## src/rtl/actuador_alarma.sv

```systemverilog
// rtl/actuador_alarma.sv - actuator driver: buzzer beep cadence, fan PWM with run-on, blinking warning LED.
// Optional ALARM_ESCALATE_EN: a silenced alarm re-arms after ESC_MS ticks while the request persists.
module actuador_alarma #(
  parameter int TICK_DIV    = 50000,
  parameter int BEEP_ON_MS  = 200,
  parameter int BEEP_OFF_MS = 300,
  parameter int BLINK_MS    = 500,
  parameter int FAN_HOLD_MS = 2000,
  parameter int PWM_BITS    = 4,
  parameter int FAN_DUTY    = 12,
  parameter int ESC_MS      = 10000
) (
  input  logic       clk,
  input  logic       rst_n,
  input  logic       en,
  input  logic       actala,
  input  logic       actvent,
  input  logic       actavis,
  input  logic       ack,
  output logic       buzzer,
  output logic       fan_pwm,
  output logic       led,
  output logic [1:0] estado
);

  function automatic int imax(input int a, input int b);
    return (a > b) ? a : b;
  endfunction

  localparam int MAXMS = imax(imax(imax(BEEP_ON_MS, BEEP_OFF_MS), imax(BLINK_MS, FAN_HOLD_MS)), ESC_MS);
  localparam int CW    = (MAXMS > 1) ? $clog2(MAXMS + 1) : 1;
  localparam int TW    = (TICK_DIV > 1) ? $clog2(TICK_DIV) : 1;

  localparam logic [TW-1:0]       TICK_LAST  = TW'(TICK_DIV - 1);
  localparam logic [CW-1:0]       ON_LAST    = CW'(BEEP_ON_MS - 1);
  localparam logic [CW-1:0]       OFF_LAST   = CW'(BEEP_OFF_MS - 1);
  localparam logic [CW-1:0]       BLINK_LAST = CW'(BLINK_MS - 1);
  localparam logic [CW-1:0]       HOLD_INIT  = CW'(FAN_HOLD_MS);
  localparam logic [PWM_BITS-1:0] DUTY       = PWM_BITS'(FAN_DUTY);
`ifdef ALARM_ESCALATE_EN
  localparam logic [CW-1:0]       ESC_LAST   = CW'(ESC_MS - 1);
`endif

  typedef enum logic [1:0] {
    S_IDLE     = 2'b00,
    S_BEEP_ON  = 2'b01,
    S_BEEP_OFF = 2'b10,
    S_SILENCED = 2'b11
  } state_t;

  logic en_r, ala_r, vent_r, avis_r, ack_r;

  always_ff @(posedge clk or negedge rst_n) begin
    if (!rst_n) begin
      en_r   <= 1'b0;
      ala_r  <= 1'b0;
      vent_r <= 1'b0;
      avis_r <= 1'b0;
      ack_r  <= 1'b0;
    end else begin
      en_r   <= en;
      ala_r  <= actala;
      vent_r <= actvent;
      avis_r <= actavis;
      ack_r  <= ack;
    end
  end

  // 1 ms time base, restarted from zero whenever the system is re-enabled
  logic [TW-1:0] tick_cnt;
  logic          tick;

  assign tick = en_r && (tick_cnt == TICK_LAST);

  always_ff @(posedge clk or negedge rst_n) begin
    if (!rst_n) begin
      tick_cnt <= '0;
    end else if (!en_r || tick) begin
      tick_cnt <= '0;
    end else begin
      tick_cnt <= tick_cnt + 1'b1;
    end
  end

  state_t        state;
  logic [CW-1:0] phase;
`ifdef ALARM_ESCALATE_EN
  logic [CW-1:0] esc;
`endif

  assign estado = state;

  always_ff @(posedge clk or negedge rst_n) begin
    if (!rst_n) begin
      state  <= S_IDLE;
      phase  <= '0;
      buzzer <= 1'b0;
`ifdef ALARM_ESCALATE_EN
      esc    <= '0;
`endif
    end else if (!en_r) begin
      state  <= S_IDLE;
      phase  <= '0;
      buzzer <= 1'b0;
`ifdef ALARM_ESCALATE_EN
      esc    <= '0;
`endif
    end else begin
      case (state)
        S_IDLE: begin
          if (ala_r) begin
            state  <= S_BEEP_ON;
            phase  <= '0;
            buzzer <= 1'b1;
          end
        end
        S_BEEP_ON: begin
          // request drop outranks acknowledge, which outranks the cadence
          if (!ala_r) begin
            state  <= S_IDLE;
            phase  <= '0;
            buzzer <= 1'b0;
          end else if (ack_r) begin
            state  <= S_SILENCED;
            phase  <= '0;
            buzzer <= 1'b0;
          end else if (tick) begin
            if (phase == ON_LAST) begin
              state  <= S_BEEP_OFF;
              phase  <= '0;
              buzzer <= 1'b0;
            end else begin
              phase <= phase + 1'b1;
            end
          end
        end
        S_BEEP_OFF: begin
          if (!ala_r) begin
            state  <= S_IDLE;
            phase  <= '0;
            buzzer <= 1'b0;
          end else if (ack_r) begin
            state  <= S_SILENCED;
            phase  <= '0;
            buzzer <= 1'b0;
          end else if (tick) begin
            if (phase == OFF_LAST) begin
              state  <= S_BEEP_ON;
              phase  <= '0;
              buzzer <= 1'b1;
            end else begin
              phase <= phase + 1'b1;
            end
          end
        end
        S_SILENCED: begin
          if (!ala_r) begin
            state  <= S_IDLE;
`ifdef ALARM_ESCALATE_EN
            esc    <= '0;
          end else if (tick) begin
            if (esc == ESC_LAST) begin
              state  <= S_BEEP_ON;
              phase  <= '0;
              esc    <= '0;
              buzzer <= 1'b1;
            end else begin
              esc <= esc + 1'b1;
            end
`endif
          end
        end
        default: begin
          state  <= S_IDLE;
          phase  <= '0;
          buzzer <= 1'b0;
        end
      endcase
    end
  end

  logic [CW-1:0]       hold, hold_n;
  logic                fan_act_q, act_n;
  logic [PWM_BITS-1:0] pwm_cnt, pwm_n;

  // fan_act_q is the previous activity, so a fresh run always starts at PWM slot 0
  always_comb begin
    hold_n = hold;
    if (vent_r) begin
      hold_n = HOLD_INIT;
    end else if (tick && (hold != '0)) begin
      hold_n = hold - 1'b1;
    end
    act_n = vent_r | (hold_n != '0);
    pwm_n = fan_act_q ? pwm_cnt + 1'b1 : '0;
  end

  always_ff @(posedge clk or negedge rst_n) begin
    if (!rst_n) begin
      hold      <= '0;
      fan_act_q <= 1'b0;
      pwm_cnt   <= '0;
      fan_pwm   <= 1'b0;
    end else if (!en_r) begin
      hold      <= '0;
      fan_act_q <= 1'b0;
      pwm_cnt   <= '0;
      fan_pwm   <= 1'b0;
    end else begin
      hold      <= hold_n;
      fan_act_q <= act_n;
      pwm_cnt   <= act_n ? pwm_n : '0;
      fan_pwm   <= act_n & (pwm_n < DUTY);
    end
  end

  logic          avis_d;
  logic [CW-1:0] blink;

  always_ff @(posedge clk or negedge rst_n) begin
    if (!rst_n) begin
      avis_d <= 1'b0;
      blink  <= '0;
      led    <= 1'b0;
    end else if (!en_r || !avis_r) begin
      avis_d <= 1'b0;
      blink  <= '0;
      led    <= 1'b0;
    end else begin
      avis_d <= 1'b1;
      if (!avis_d) begin
        blink <= '0;
        led   <= 1'b1;
      end else if (tick) begin
        if (blink == BLINK_LAST) begin
          blink <= '0;
          led   <= ~led;
        end else begin
          blink <= blink + 1'b1;
        end
      end
    end
  end

endmodule

```

## config.mk

```make
export PLATFORM = sky130hd
export DESIGN_NAME = actuador_alarma
export DESIGN_NICKNAME = d
export VERILOG_FILES = /design/src/rtl/actuador_alarma.sv
export SDC_FILE = /design/constraint.sdc
export NUM_CORES = 1
export LEC_CHECK = 0
export ABC_CLOCK_PERIOD_IN_PS = 3200
export CAP_MARGIN = 30
export CORE_MARGIN = 3
export CORE_UTILIZATION = 45
export CTS_CLUSTER_SIZE = 20
export DETAILED_ROUTE_END_ITERATION = 10
export SLEW_MARGIN = 10
export SYNTH_ARGS = -nofsm -noshare
export SYNTH_HDL_FRONTEND = slang
export SYNTH_SLANG_ARGS = --single-unit
```

## constraint.sdc

```tcl
create_clock -name clk -period 3.2 [get_ports clk]
set_clock_uncertainty 0.15 [all_clocks]
set_input_delay 0.48 -clock clk [delete_from_list [all_inputs] [get_ports clk]]
set_output_delay 0.48 -clock clk [all_outputs]
set_load 0.02 [all_outputs]
```

# Word level (Yosys, flattened, before mapping)
# Cells that the tools add are included.
[word_totals]
ff_bits = 74
inputBits = 7
out_inout_bits = 5
[classes]
add_sub_neg = 5
magnitude_cmp = 1
n_eq_ne = 16
mux = 52
bitwise_logic = 3
n_reduce_logical = 13
[op_table]
columns = ["cell", "n"]
rows = [
  ["$mux W14", 17],
  ["$pmux W14 S3", 1],
  ["$add A14 B1 Y14 const B", 2],
  ["$eq A14 B9 Y1 const B", 2],
  ["$reduce_bool A14 Y1", 2],
  ["$mux W2", 11],
  ["$ne A5 B5 Y1 const B", 4],
  ["$mux W1", 17],
  ["$add A16 B1 Y16 const B", 1],
  ["$eq A16 B16 Y1 const B", 1],
  ["$mux W16", 1],
  ["$eq A14 B8 Y1 const B", 1],
  ["$sub A14 B1 Y14 const B", 1],
  ["$mux W4", 3],
  ["$reduce_and A6 Y1", 2],
  ["$pmux W2 S4", 1],
  ["$ne A3 B3 Y1 const B", 2],
  ["$add A4 B1 Y4 const B", 1],
  ["$eq A2 B2 Y1 const B", 2],
  ["$lt A4 B4 Y1 const B", 1],
  ["$ne A4 B1 Y1 const B", 1],
  ["$reduce_and A4 Y1", 1],
  ["$ne A3 B1 Y1 const B", 1],
  ["$ne A3 B2 Y1 const B", 1],
  ["other kinds (10)", 13],
]

# Longest topological paths before layout
[depth]
word_depth = 9
mapped_depth = 9
mapped_depth_nobuf = 8

# Worst setup path before layout
# Ideal clock, no wire load.
[synth_path]
path_type = "register to register"
from = "register tick_cnt[10]"
to = "register fan_act_q"
setup_time_ns = 0.146
t_arrival_ns = 2.496
required_time_ns = 2.904
slack_ns = 0.407
path_stages_with_launch = 8
path_buffers = 1
period_less_slack_ns = 2.793
path_cell_list = "dfrtp_1 > or4_4 > or4_4 > buf_6 > nor3_1 > xor2_1 > nor4b_4 > a31oi_1"
[synth_between]
elab_chain_len = 8
[synth_lines]
columns = ["item", "line_no", "source"]
rows = [
  ["start, declared", "70", "logic [TW-1:0] tick_cnt;"],
  ["start signal, assigned", "81", "tick_cnt <= tick_cnt + 1'b1;"],
  ["$eq A16 B16 Y1", "73", "assign tick = en_r && (tick_cnt == TICK_LAST);"],
  ["$logic_and A1 B1 Y1", "73", ""],
  ["$logic_and A1 B1 Y1", "191", "end else if (tick && (hold != '0)) begin"],
  ["$mux W14", "191", ""],
  ["$mux W14", "189", "if (vent_r) begin"],
  ["$reduce_bool A14 Y1", "194", "act_n = vent_r | (hold_n != '0);"],
  ["$or A1 B1 Y1", "194", ""],
  ["$mux W1", "204", "end else if (!en_r) begin"],
  ["end signal, assigned", "211", "fan_act_q <= act_n;"],
  ["end, declared", "183", "logic fan_act_q, act_n;"],
]
# Every way passes these cells.
# A chain may end at the register's enable or synchronous reset.

# Worst setup path after layout
[layout_path]
from = "register tick_cnt[10]"
to = "register pwm_cnt[0]"
[layout_between]
elab_chain_len = 9
[layout_lines]
columns = ["item", "line_no", "source"]
rows = [
  ["$eq A16 B16 Y1", "73", ""],
  ["$logic_and A1 B1 Y1", "73", ""],
  ["$logic_and A1 B1 Y1", "191", ""],
  ["$mux W14", "191", ""],
  ["$mux W14", "189", ""],
  ["$reduce_bool A14 Y1", "194", ""],
  ["$or A1 B1 Y1", "194", ""],
  ["$mux W4", "212", "pwm_cnt <= act_n ? pwm_n : '0;"],
  ["$mux W4", "204", ""],
  ["end signal, assigned", "212", ""],
  ["end, declared", "184", "logic [PWM_BITS-1:0] pwm_cnt, pwm_n;"],
]
# Every way passes these cells.

==> results.txt <==
----------------------------------------------------
[Floorplanning]
  Die width ... 100 um
  Initial standard-cell utilization of the core ... 47.5%
  Die area ... 10,100 sq um
  Vertical die dimension ... 100 um
  Ports ... 12
  Number of placement rows ... 33
  Placeable core area ... 8420 sq um

[Power and ir drop]
  Power per standard cell area ... 470 nW/um^2
  Pleak ... 1.85 nW
  Worst ir drop on vdd ... 0.230 mV
  Power, Total ... 2.13 mW

[Synthesis]
  Synth Area in Simple Gates ... 27.6%
  Sequential element share of the synthesized area ... 46.3%
  Mean post-synth cell area ... 9.46 sq um
  Post-Syn Instances ... 423
  Dominant synthesized flop cell ... dfrtp_1
  Xor and xnor area share after synthesis ... 7.22%
  Post-Syn Nets ... 439
  Fraction of synthesized area in multiplexers ... 0.781%
  Count of distinct cell types in the synthesized netlist ... 56
  Synth warnings ... 0
  Main combinational cell family by area after synthesis ... simple AND/OR/NAND/NOR gates
  Adder-cell area share of the yosys netlist ... 2.81%
  Ys async rst share ... 100%
  Count of flip-flops with a built-in enable after synthesis ... 0
  Complex-gate fraction of the synthesized area ... 13.0%
  Flops & latches, synth ... 74
  Synthesized cell area ... 4000 sq um

[Drt]
  Via/cell ratio ... 5.73
  Iteration count of the initial detailed-routing pass ... 4
  Remaining antenna violation count after routing ... 0
  Number of design rule violations left after detail routing ... 0
  Detailed Route WL ... 8.24 mm
  Total number of vias ... 3,180
  Final routed wire length divided by cell count ... 14.8 um
  Drt first-iter violations ... 134

[Cells and area]
  Share of layout cells above drive strength 1 ... 9.33%
  Leading cell type in the layout, fill and taps excluded ... dfrtp_1
  Cell Count, Final, Fillers Out ... 555
  Final core utilization ... 53.8%
  Total inserted antenna cells ... 0
  # nets final ... 461
  Synthesis-to-finish area growth ... 13.2%
  Highest-count cells in the layout ignoring fill and taps ... 74 x dfrtp_1, 49 x nor2_1, 38 x nand2_1
  Count of filler cells inserted in the layout ... 785

[Run]
  Max-cap violations ... 0

[Worst setup path]
  Setup crit end kind ... flip-flop
  Data required time of the critical path ... 3.25 ns
  Data arrival time of the critical path ... 3.02 ns
  Critical-path maximum fanout ... 7
  Startpoint Class ... flip-flop
  Critical path class ... reg2reg

[Clock tree]
  Maximum clock insertion buffer count ... 2
  Clock Sink Count ... 74
  Number of resized instances in the post-cts repair step ... 0
  # Post-CTS Setup Buffers ... 0
  Number of buffers added by the clock tree synthesis step ... 9
  H-tree depth ... 3
  CTS clock-pin slew for the worst setup and hold paths ... 0.08 ns
  Clk Latency, worst-skew pair ... 0.35 ns
  Clock tree from TritonCTS ... built
  Clock Tree Root ... clkbuf_8
  Number of buffers added to fix hold violations after cts ... 0

[Timing]
  Setup repair after global routing missed its margin ... false
  Hold Violations, Final ... 0
  Transition at the pin with the smallest max-transition slack ... 0.634 ns
  Relative slew slack ... 57.2%
  Final Cycle Share ... 92.6%
  Pins over their slew limit ... 0
  Final setup vio count ... 0
  Final hold slack ... 0.320 ns
  Max Freq ... 0.337 GHz
  Shortest period the worst path allows ... 2.96 ns
  Setup Total Neg Slack ... 0 ns

[GRT]
  GRT Total Usage ... 17.9%
  Gr ovfl total ... 0
  First-pass GRT wire length ... 14.7 mm
  Initial antenna violation count ... 0
  Largest net degree at the start of global routing ... 75
  Number of global-route vias before repair ... 3,117

[Placement]
  Half-perimeter wire length after placement ... 5.64 mm
  Number of buffers inserted by port buffering ... 11
  Post-placement cell count ... 537
  Routability cong. ... 0.788

[Status]
  Status ... finished clean

[Worst hold path]
  Type of the worst min-delay path ... reg2reg

----------------------------------------------------
## cells in the mapped netlist (11+ instances only)
cell,instances,area share [%]
o21ai_0,26,3.3
inv_1,11,1.0
nand3_1,28,3.5
a21oi_1,18,2.3
dfrtp_1,74,46
nor2_1,49,4.6
xor2_1,20,4.4
nor3_1,16,2.0
nand2_1,38,3.6
xnor2_1,13,2.8
and3_1,11,1.7
nor4_1,12,1.9
## sequential cells by signal, indices dropped and copies added (netlist names), 2 cells and up
signal	flops
blink	14
estado	2
hold	14
phase	14
pwm_cnt	4
tick_cnt	16
## metal layers
metal	up-vias	part of all wire [%]	wire (um)	global-route usage, %
li1	1581	-	-	-
met1	1542	49	4070	25.5
met2	47	45	3740	27.0
met3	10	4.1	338	5.00
met4	0	1.0	86	4.97
met5	-	0	0	0
## worst paths after layout
kind | start | end | cells past startpoint | slack, ns
setup / recovery | tick_cnt[10]$_DFF_PN0_ | pwm_cnt[0]$_DFF_PN0_ | 6 | 0.24
hold / removal | tick_cnt[0]$_DFF_PN0_ | tick_cnt[0]$_DFF_PN0_ | 1 | 0.32
setup reg to reg | tick_cnt[10]$_DFF_PN0_ | pwm_cnt[0]$_DFF_PN0_ | 6 | 0.24
hold reg to reg | tick_cnt[0]$_DFF_PN0_ | tick_cnt[0]$_DFF_PN0_ | 1 | 0.32
max in group asynchronous | rst_n | blink[0]$_DFFE_PN0P_ | 3 | 1.91
min in group asynchronous | rst_n | tick_cnt[5]$_DFF_PN0_ | 2 | 0.43
## report_power, final
| group | switching [mW] | internal (mW) | total [mW] |
|---|---|---|---|
| Combinational | 0.162 | 0.0995 | 0.262 |
| Clock | 0.361 | 0.521 | 0.882 |
| Sequential | 0.0268 | 0.960 | 0.986 |
| Total | 0.550 | 1.58 | 2.13 |
## kinds of logic after synthesis
kind of cell | Yosys count
mux | 3
flops | 74
buf+inv | 22
compound gates | 77
simple gates | 205
xor+xnor | 33
fa+ha+maj | 9
## per-stage QoR
stage	cell area, sq um	setup WS, ns
finish	4530	0.235
global route	4530	0.105
CTS	4490	0.208
detailed placement	4250	0.224
global placement	4250	0.292
floorplan	4000	0.407
## worst max-delay path, stage by stage, from the launching register on
cell	delay [ns]
dfrtp_1	0.42
or4_4	0.58
or4_4	0.58
nor3_1	0.30
xor2_1	0.18
nor4b_4	0.46
a31oi_1	0.15
## final cells by class
| type | instances | area [sq um] | area share, % |
|---|---|---|---|
| Clock buffer | 10 | 128 | 2.82 |
| Inverter | 12 | 45.0 | 0.994 |
| Multi-Input combinational cell | 327 | 2060 | 45.4 |
| Timing Repair Buffer | 21 | 205 | 4.53 |
| Sequential cell | 74 | 1850 | 40.9 |
| Tap cell | 105 | 131 | 2.90 |
| Clock inverter | 6 | 113 | 2.48 |
No activity file was read; power rests on OpenSTA's default activity.
